===== config.mk =====
export PLATFORM = sky130hd
export DESIGN_NAME = bbox_overlay
export DESIGN_NICKNAME = d
export VERILOG_FILES = /design/src/rtl/bbox_overlay.sv
export SDC_FILE = /design/constraint.sdc
export NUM_CORES = 2
export LEC_CHECK = 0
export ABC_AREA = 1
export CORE_MARGIN = 1
export CORE_UTILIZATION = 59
export CTS_CLUSTER_DIAMETER = 120
export DETAILED_ROUTE_END_ITERATION = 16
export PLACE_DENSITY = 0.82
export SYNTH_ARGS = -nofsm -noshare
export SYNTH_HDL_FRONTEND = slang
export SYNTH_SLANG_ARGS = --single-unit

===== constraint.sdc =====
create_clock -name pixel_clk -period 2.9 [get_ports pixel_clk]
set_clock_uncertainty 0.2 [all_clocks]
set_input_delay 0.435 -clock pixel_clk [delete_from_list [all_inputs] [get_ports pixel_clk]]
set_output_delay 0.435 -clock pixel_clk [all_outputs]
set_load 0.02 [all_outputs]

===== src/rtl/bbox_overlay.sv =====
// Multi-box outline overlay on the pixel path; double-buffered box set, 2-cycle latency.
// Define BBOX_OVERLAY_FILL_EN to blend box interiors with the box colour.
module bbox_overlay #(
    parameter int NUM_BOX     = 4,
    parameter int COORD_W     = 10,
    parameter int COLOR_W     = 7,
    parameter int H_ACTIVE    = 640,
    parameter int V_ACTIVE    = 480,
    parameter int THICK       = 2,
    parameter int HOLD_FRAMES = 4
) (
    input  logic                           pixel_clk,
    input  logic                           reset_n,
    input  logic                           box_load,
    input  logic [NUM_BOX-1:0]             box_valid,
    input  logic [NUM_BOX*COORD_W-1:0]     box_min_x,
    input  logic [NUM_BOX*COORD_W-1:0]     box_max_x,
    input  logic [NUM_BOX*COORD_W-1:0]     box_min_y,
    input  logic [NUM_BOX*COORD_W-1:0]     box_max_y,
    input  logic [NUM_BOX*3*COLOR_W-1:0]   box_rgb,
    output logic                           box_ack,
    output logic                           overrun,
    input  logic                           overrun_clr,
    input  logic [COORD_W-1:0]             draw_x,
    input  logic [COORD_W-1:0]             draw_y,
    input  logic                           hs_i,
    input  logic                           vs_i,
    input  logic                           vde_i,
    input  logic [COLOR_W-1:0]             r_i,
    input  logic [COLOR_W-1:0]             g_i,
    input  logic [COLOR_W-1:0]             b_i,
    output logic                           hs_o,
    output logic                           vs_o,
    output logic                           vde_o,
    output logic [COLOR_W-1:0]             r_o,
    output logic [COLOR_W-1:0]             g_o,
    output logic [COLOR_W-1:0]             b_o,
    output logic [NUM_BOX-1:0]             boxes_live
);

    localparam int CW   = COORD_W;
    localparam int KW   = 3 * COLOR_W;
    localparam int XW   = NUM_BOX * CW;
    localparam int PW   = NUM_BOX * KW;
    localparam int SMAX = (HOLD_FRAMES == 0) ? 1 : HOLD_FRAMES;
    localparam int SW   = $clog2(SMAX + 1);
    localparam logic [CW:0] THK = (CW + 1)'(THICK);

    logic              vs_prev_q;
    logic              ack_q;
    logic              overrun_q, overrun_d, overrun_set;
    logic              pend_full_q, pend_full_d;
    logic [SW-1:0]     stale_q, stale_d, stale_inc;
    logic [NUM_BOX-1:0] pend_v_q, act_v_q, act_v_d, qual_v;
    logic [XW-1:0]     pend_x0_q, pend_x1_q, pend_y0_q, pend_y1_q;
    logic [XW-1:0]     act_x0_q, act_x1_q, act_y0_q, act_y1_q;
    logic [PW-1:0]     pend_rgb_q, act_rgb_q;
    logic [NUM_BOX-1:0] src_v;
    logic [XW-1:0]     src_x0, src_x1, src_y0, src_y1;
    logic [PW-1:0]     src_rgb;
    logic              boundary, bypass, promote, pend_we;

    assign boundary = vs_prev_q & ~vs_i;
    assign bypass   = box_load & boundary;
    assign promote  = boundary & (box_load | pend_full_q);
    assign pend_we  = box_load & ~boundary;

    // A load landing on the boundary skips the pending buffer entirely
    assign src_v   = bypass ? box_valid : pend_v_q;
    assign src_x0  = bypass ? box_min_x : pend_x0_q;
    assign src_x1  = bypass ? box_max_x : pend_x1_q;
    assign src_y0  = bypass ? box_min_y : pend_y0_q;
    assign src_y1  = bypass ? box_max_y : pend_y1_q;
    assign src_rgb = bypass ? box_rgb   : pend_rgb_q;

    always_comb begin
        qual_v = '0;
        for (int i = 0; i < NUM_BOX; i++) begin
            qual_v[i] = src_v[i]
                && (src_x0[i*CW +: CW] <= src_x1[i*CW +: CW])
                && (src_y0[i*CW +: CW] <= src_y1[i*CW +: CW])
                && (32'(src_x0[i*CW +: CW]) < H_ACTIVE)
                && (32'(src_y0[i*CW +: CW]) < V_ACTIVE);
        end
    end

    assign stale_inc = (stale_q == SW'(SMAX)) ? stale_q : stale_q + 1'b1;

    always_comb begin
        pend_full_d = pend_full_q;
        stale_d     = stale_q;
        act_v_d     = act_v_q;
        overrun_set = 1'b0;
        if (promote) begin
            act_v_d     = qual_v;
            pend_full_d = 1'b0;
            stale_d     = '0;
        end else if (boundary) begin
            stale_d = stale_inc;
            if (HOLD_FRAMES != 0 && stale_inc >= SW'(SMAX)) begin
                act_v_d = '0;
            end
        end else if (box_load) begin
            pend_full_d = 1'b1;
            overrun_set = pend_full_q;
        end
        overrun_d = (overrun_q & ~overrun_clr) | overrun_set;
    end

    always_ff @(posedge pixel_clk or negedge reset_n) begin
        if (!reset_n) begin
            vs_prev_q   <= 1'b1;
            ack_q       <= 1'b0;
            overrun_q   <= 1'b0;
            pend_full_q <= 1'b0;
            stale_q     <= '0;
            act_v_q     <= '0;
        end else begin
            vs_prev_q   <= vs_i;
            ack_q       <= box_load;
            overrun_q   <= overrun_d;
            pend_full_q <= pend_full_d;
            stale_q     <= stale_d;
            act_v_q     <= act_v_d;
        end
    end

    always_ff @(posedge pixel_clk or negedge reset_n) begin
        if (!reset_n) begin
            pend_v_q   <= '0;
            pend_x0_q  <= '0;
            pend_x1_q  <= '0;
            pend_y0_q  <= '0;
            pend_y1_q  <= '0;
            pend_rgb_q <= '0;
            act_x0_q   <= '0;
            act_x1_q   <= '0;
            act_y0_q   <= '0;
            act_y1_q   <= '0;
            act_rgb_q  <= '0;
        end else begin
            if (pend_we) begin
                pend_v_q   <= box_valid;
                pend_x0_q  <= box_min_x;
                pend_x1_q  <= box_max_x;
                pend_y0_q  <= box_min_y;
                pend_y1_q  <= box_max_y;
                pend_rgb_q <= box_rgb;
            end
            if (promote) begin
                act_x0_q  <= src_x0;
                act_x1_q  <= src_x1;
                act_y0_q  <= src_y0;
                act_y1_q  <= src_y1;
                act_rgb_q <= src_rgb;
            end
        end
    end

    assign box_ack    = ack_q;
    assign overrun    = overrun_q;
    assign boxes_live = act_v_q;

    logic [NUM_BOX-1:0] inx_d, iny_d, el_d, er_d, et_d, eb_d;
    logic [NUM_BOX-1:0] inx_q, iny_q, el_q, er_q, et_q, eb_q;
    logic [CW:0]        xe, ye;

    assign xe = {1'b0, draw_x};
    assign ye = {1'b0, draw_y};

    always_comb begin
        inx_d = '0;
        iny_d = '0;
        el_d  = '0;
        er_d  = '0;
        et_d  = '0;
        eb_d  = '0;
        for (int i = 0; i < NUM_BOX; i++) begin
            inx_d[i] = act_v_q[i] && (draw_x >= act_x0_q[i*CW +: CW])
                                  && (draw_x <= act_x1_q[i*CW +: CW]);
            iny_d[i] = (draw_y >= act_y0_q[i*CW +: CW])
                    && (draw_y <= act_y1_q[i*CW +: CW]);
            el_d[i]  = (xe - {1'b0, act_x0_q[i*CW +: CW]}) < THK;
            er_d[i]  = ({1'b0, act_x1_q[i*CW +: CW]} - xe) < THK;
            et_d[i]  = (ye - {1'b0, act_y0_q[i*CW +: CW]}) < THK;
            eb_d[i]  = ({1'b0, act_y1_q[i*CW +: CW]} - ye) < THK;
        end
    end

    logic               hs1_q, vs1_q, vde1_q;
    logic [COLOR_W-1:0] r1_q, g1_q, b1_q;

    always_ff @(posedge pixel_clk or negedge reset_n) begin
        if (!reset_n) begin
            inx_q  <= '0;
            iny_q  <= '0;
            el_q   <= '0;
            er_q   <= '0;
            et_q   <= '0;
            eb_q   <= '0;
            hs1_q  <= 1'b1;
            vs1_q  <= 1'b1;
            vde1_q <= 1'b0;
            r1_q   <= '0;
            g1_q   <= '0;
            b1_q   <= '0;
        end else begin
            inx_q  <= inx_d;
            iny_q  <= iny_d;
            el_q   <= el_d;
            er_q   <= er_d;
            et_q   <= et_d;
            eb_q   <= eb_d;
            hs1_q  <= hs_i;
            vs1_q  <= vs_i;
            vde1_q <= vde_i;
            r1_q   <= r_i;
            g1_q   <= g_i;
            b1_q   <= b_i;
        end
    end

    logic [NUM_BOX-1:0] ins, outl;
    logic [KW-1:0]      rgb_d;

    assign ins  = inx_q & iny_q;
    assign outl = ins & (el_q | er_q | et_q | eb_q);

`ifdef BBOX_OVERLAY_FILL_EN
    logic               ihit, iout;
    logic [KW-1:0]      icol;
    logic [COLOR_W:0]   sr, sg, sb;

    // Winner is the lowest-index box containing the pixel, outline or not
    always_comb begin
        ihit = 1'b0;
        iout = 1'b0;
        icol = '0;
        for (int i = NUM_BOX - 1; i >= 0; i--) begin
            if (ins[i]) begin
                ihit = 1'b1;
                iout = outl[i];
                icol = act_rgb_q[i*KW +: KW];
            end
        end
        sr = {1'b0, r1_q} + {1'b0, icol[2*COLOR_W +: COLOR_W]};
        sg = {1'b0, g1_q} + {1'b0, icol[COLOR_W +: COLOR_W]};
        sb = {1'b0, b1_q} + {1'b0, icol[0 +: COLOR_W]};
        if (!vde1_q) begin
            rgb_d = '0;
        end else if (ihit && iout) begin
            rgb_d = icol;
        end else if (ihit) begin
            rgb_d = {sr[COLOR_W:1], sg[COLOR_W:1], sb[COLOR_W:1]};
        end else begin
            rgb_d = {r1_q, g1_q, b1_q};
        end
    end
`else
    logic          ohit;
    logic [KW-1:0] ocol;

    always_comb begin
        ohit = 1'b0;
        ocol = '0;
        for (int i = NUM_BOX - 1; i >= 0; i--) begin
            if (outl[i]) begin
                ohit = 1'b1;
                ocol = act_rgb_q[i*KW +: KW];
            end
        end
        if (!vde1_q) begin
            rgb_d = '0;
        end else if (ohit) begin
            rgb_d = ocol;
        end else begin
            rgb_d = {r1_q, g1_q, b1_q};
        end
    end
`endif

    always_ff @(posedge pixel_clk or negedge reset_n) begin
        if (!reset_n) begin
            hs_o  <= 1'b1;
            vs_o  <= 1'b1;
            vde_o <= 1'b0;
            r_o   <= '0;
            g_o   <= '0;
            b_o   <= '0;
        end else begin
            hs_o  <= hs1_q;
            vs_o  <= vs1_q;
            vde_o <= vde1_q;
            r_o   <= rgb_d[2*COLOR_W +: COLOR_W];
            g_o   <= rgb_d[COLOR_W +: COLOR_W];
            b_o   <= rgb_d[0 +: COLOR_W];
        end
    end

endmodule

### Word-level counts from Yosys, hierarchy flattened

Index checks and enable logic that the tools add are counted.

* output and inout port bits: 30
* register bits after elaboration: 574
* input port bits: 296
* word-level logic and storage cells: 178

* reductions and logical operators: 33
* equal/unequal tests: 2
* add/subtract/negate cells: 17
* magnitude comparators: 49
* mux-type cells: 28
* bitwise logic cells: 15

Operator list (count)
* 11-bit by 2-bit < comparator with 1-bit output (second input constant): 16
* 10-bit by 10-bit subtractor with 11-bit output: 16
* 10-bit less-or-equal comparator: 16
* 40-bit two-way mux: 4
* 21-bit two-way mux: 6
* 84-bit two-way mux: 1
* 10-bit >= comparator: 8
* 10-bit < comparator (second input constant): 4
* 10-bit by 9-bit < comparator with 1-bit output (second input constant): 4
* 1-bit logical AND: 28
* 4-bit two-way mux: 4
* 4-bit bitwise OR: 3
* 1-bit two-way mux: 10
* 3-bit two-way mux: 3
* 4-bit AND: 2
* 2-bit nonzero test: 3
* 1-bit AND: 5
* 2-bit AND reduction: 2
* 3-bit by 1-bit adder with 3-bit output (second input constant): 1
* 3-bit == test (second input constant): 1
* 3-bit >= comparator (second input constant): 1
* 1-bit NOT: 3
* 2-bit by 1-bit != test with 1-bit output (second input constant): 1
* 1-bit bitwise OR: 2

### Depth between registers and ports, before layout

* depth in word-level cells: 10
* gate-level depth with buffers: 17

### Worst setup path after synthesis

OpenSTA, ideal clock, no wires.

* kind: register to register
* start: register, netlist name vs1_q
* end: register act_v_q[1], in the netlist boxes_live[1]
* path buffers: 2
* clock period less this slack: 2614 ps
* cell stages (with the launch flop): 14
* required time: 2583 ps
* data arrival time: 2297 ps
* setup slack: 286 ps
* cells stage by stage: dfstp_2 -> nand2_1 -> nor2_4 -> buf_2 -> buf_2 -> o21ai_1 -> ha_1 -> nand2_1 -> nor4_1 -> nand2_1 -> nand3_1 -> nand2_1 -> nand3_1 -> nand2_1

RTL lines
* to (signal assigned): RTL line 124 `act_v_q <= act_v_d;`
* to (decl): RTL line 54 `logic [NUM_BOX-1:0] pend_v_q, act_v_q, act_v_d, qual_v;`

==> impl_metrics.toml <==
[flow_run]
max_cap_violations = 0

[synthesis]
synth-seq-cells = 574
synth_cell_type_count = 40
synth_compound_area_share_pct = 16.1
synth_edf_count = 0
yosys.area_share.simple_pct = 21.3
synth_top_family_by_area = "simple AND/OR/NAND/NOR gates"
async_flop_share_pct = 100
postSynthAreaPerCell_um2 = 7.51
yosysTopAreaCellShare_pct = 41.7
synth_area_mm2 = 0.0342
synth_fp_nets = 5106
synthCells = 4552
muxShareOfSynthArea_pct = 0.0329
synthXorXnorAreaFrac_pct = 1.10
yosys_warnings = 0
synth_area_leaders = "dfrtp_1 (42%), nand2_1 (13%), ha_1 (8.9%), inv_1 (7.4%), o21ai_0 (5.4%)"
ys.flop_type = "dfrtp_1"
synth-adder-area-share_pct = 9.80
synth_top_area_cell = "dfrtp_1"
ys_seq_area_share_pct = 42.0

[floorplanning]
start_util_pct = 60.2
num_io_pins = 326
die_h_um = 243
row_count = 87
die_width_um = 243
core_area_mm2 = 0.0568
dieArea_mm2 = 0.0589

[finish]
layout-drive-gt1-share_pct = 10.5
num-fill-cells = 4068
nNetsFinal = 5703
design_area_mm2 = 0.0435
syn2layout_area_growth_pct = 27.3

[cts]
clk_pin_slew_ns = 0.07
cts_buffers = 61
htree_levels = 2
clk_path_buf_depth = 3
cts_tree = "done"
cts_root_buffer = "clkbuf_16"
cts_sinks = 574
clk_latency_ns = 0.66

[power_and_ir_drop]
peakVddDrop_mv = 0.648
leakagePower_uw = 0.0225
powerDensity_mw_per_mm2 = 611
power_uw = 26600

[place]
dp_slack_ns = -0.490
hpwlAfterDp_um = 79300
gp_congestion = 0.978
dpl_cell_area_mm2 = 0.0409
port_buffers = 325

[run_status]
status = "finished, violations left"
violations = "negative setup slack"

[sta]
drv_slew = 0
fin_crit_sh_pct = 102
fmax_ghz = 0.337
hold_viol = 0
tns_ns = -0.0755
slew_headroom_pct = 33.4
finalSetupViolCount = 2
period_needed_ns = 2.97
max_slew.worst_pin.slew_ns = 0.999
fin_ws_ns = -0.0696
grt_setup_unrepaired = "yes"

[setup_path]
cp_data_required_time_ns = 3.29
crit_path_end_kind = "flop"
crit_path_start_kind = "flop"
critPathMaxFanout = 8
arrival_ns = 3.36
regToRegStartpoint = "vs1_q"
path_class = "flop to flop"
crit_start = "vs1_q"

[drt]
drt_pass1_iterations = 6
drc = 0
viasPerCell = 5.58
wl_per_cell_um = 18.3
initialDrtViolationCount = 3015
ant_nets = 0
wirelength_um = 109000
vias = 33233

[global_routing]
grt_pass1_vias = 31981
grt_max_degree = 115
antenna_found_initial = 5
grt_overflow = 0
grt_pass1_wl_um = 169000
track_usage_pct = 36.2

[min_path]
hp-class = "input pin to flop"
hold_start = "vde_i"
-- where the power goes --
part	internal, µW	switching, µW	leakage, µW
combinational	3770	5050	0.0145
sequential	9150	608	0.00700
clock	4590	3430	0.00100
-- kinds of logic after synthesis --
kind of cell	Yosys count
xor+xnor	43
mux	1
buf+inv	852
flops	574
fa+ha+maj	258
compound gates	1013
simple gates	1811
-- worst max-delay path, cell delays in order (launching register included) --
cell and delay (ns):
dfstp_2 0.56, inv_2 0.05, nor2_4 0.16, nand2_8 0.14
buf_12 0.18, buf_12 0.13, nand2_2 0.05, o21a_1 0.15
inv_2 0.07, ha_4 0.29, nand2_4 0.06, nor2_4 0.09
nand4_1 0.15, nor2_1 0.13, nand2_1 0.07, o21ai_2 0.09
buf_6 0.15, nand4_1 0.09, nand2_1 0.07
-- what timing repair did --
action	CTS	global route
resized for setup	5	70
setup buffers	0	6
hold buffers	9	0
pin swaps	1	21
hold endpoints to repair	208	0
cloned	0	6
endpoints found under the setup margin	2	4
-- state kept, by name, summed over array words and instances (netlist names), 40 cells and up --
| name | count |
|---|---|
| pend_y0_q | 40 |
| act_x1_q | 40 |
| pend_x0_q | 40 |
| pend_rgb_q | 84 |
| act_y1_q | 40 |
| act_rgb_q | 84 |
| act_y0_q | 40 |
| pend_x1_q | 40 |
| act_x0_q | 40 |
| pend_y1_q | 40 |
-- cells in the mapped netlist (all sizes together) (16+ instances only) --
cell type / number
nand4: 38
o211ai: 91
a21oi: 231
nor3: 54
buf: 99
clkbuf: 79
ha: 242
nand2: 1208
o21bai: 18
xor2: 31
dfrtp: 570
o21ai: 613
nor2: 346
a211oi: 22
inv: 674
nand3b: 26
fa: 16
nand3: 130
-- metal layers --
metal  GRT usage [%]  vias up  wire length [µm]
li1                -    15860                 -
met4            18.0        0              6200
met5               0        -                 0
met2            57.4     1471             49400
met1            48.5    15588             44400
met3            5.75      314              8860
-- final cells by class --
type	instances	area (µm²)	share of cell area, %
repair buffers	712	6850	15.7
flip-flops and latches	574	14400	33.0
clock inverters	23	308	0.707
well taps	756	946	2.17
multi-input cells	3126	16700	38.5
inverters	674	2530	5.82
clock buffers	85	1760	4.04
diodes	6	15.0	0.0345
-- stage by stage --
| step | utilization [%] | std cells | hold slack (ns) |
|---|---|---|---|
| 2_1_floorplan | - | 4552 | -0.0606 |
| 3_3_place_gp | 71.9 | 5821 | 0.146 |
| 3_5_place_dp | 71.9 | 5821 | 0.150 |
| 4_1_cts | 75.7 | 5938 | 0.000931 |
| 5_1_grt | 76.6 | 5955 | 0.00236 |
| 6_report | 76.6 | 5956 | 0.0200 |
-- path summary, 6_finish.rpt --
kind | end | slack [ns] | cells after the start
max | boxes_live[0] | -0.07 | 18
min reg2reg | hs_o | 0.16 | 0
min | vde1_q | 0.02 | 1
max reg2reg | boxes_live[0] | -0.07 | 18
max in group asynchronous | act_rgb_q[69] | 1.48 | 3
min in group asynchronous | et_q[3] | 0.12 | 2
-- cell usage in the layout (no fill, tap or decap), types with 8 or more instances in the layout --
cell and count:
nand2_1 1200, inv_1 670, dfrtp_1 570, o21ai_0 360
nor2_1 335, clkdlybuf4s50_1 324, buf_4 323, ha_1 239
o21ai_1 233, a21oi_1 229, nand3_1 127, o211ai_1 91
clkbuf_16 66, nor3_1 53, buf_12 44, nand4_1 38
xor2_1 31, nand3b_1 26, a211oi_1 21, o21ai_2 20
o21bai_1 18, fa_1 16, clkbuf_8 14, o21a_1 13
xnor2_1 12, clkinv_2 10, clkbuf_1 10, dlygate4sd3_1 9
a21o_1 8
(Power assumes the default switching activity.)
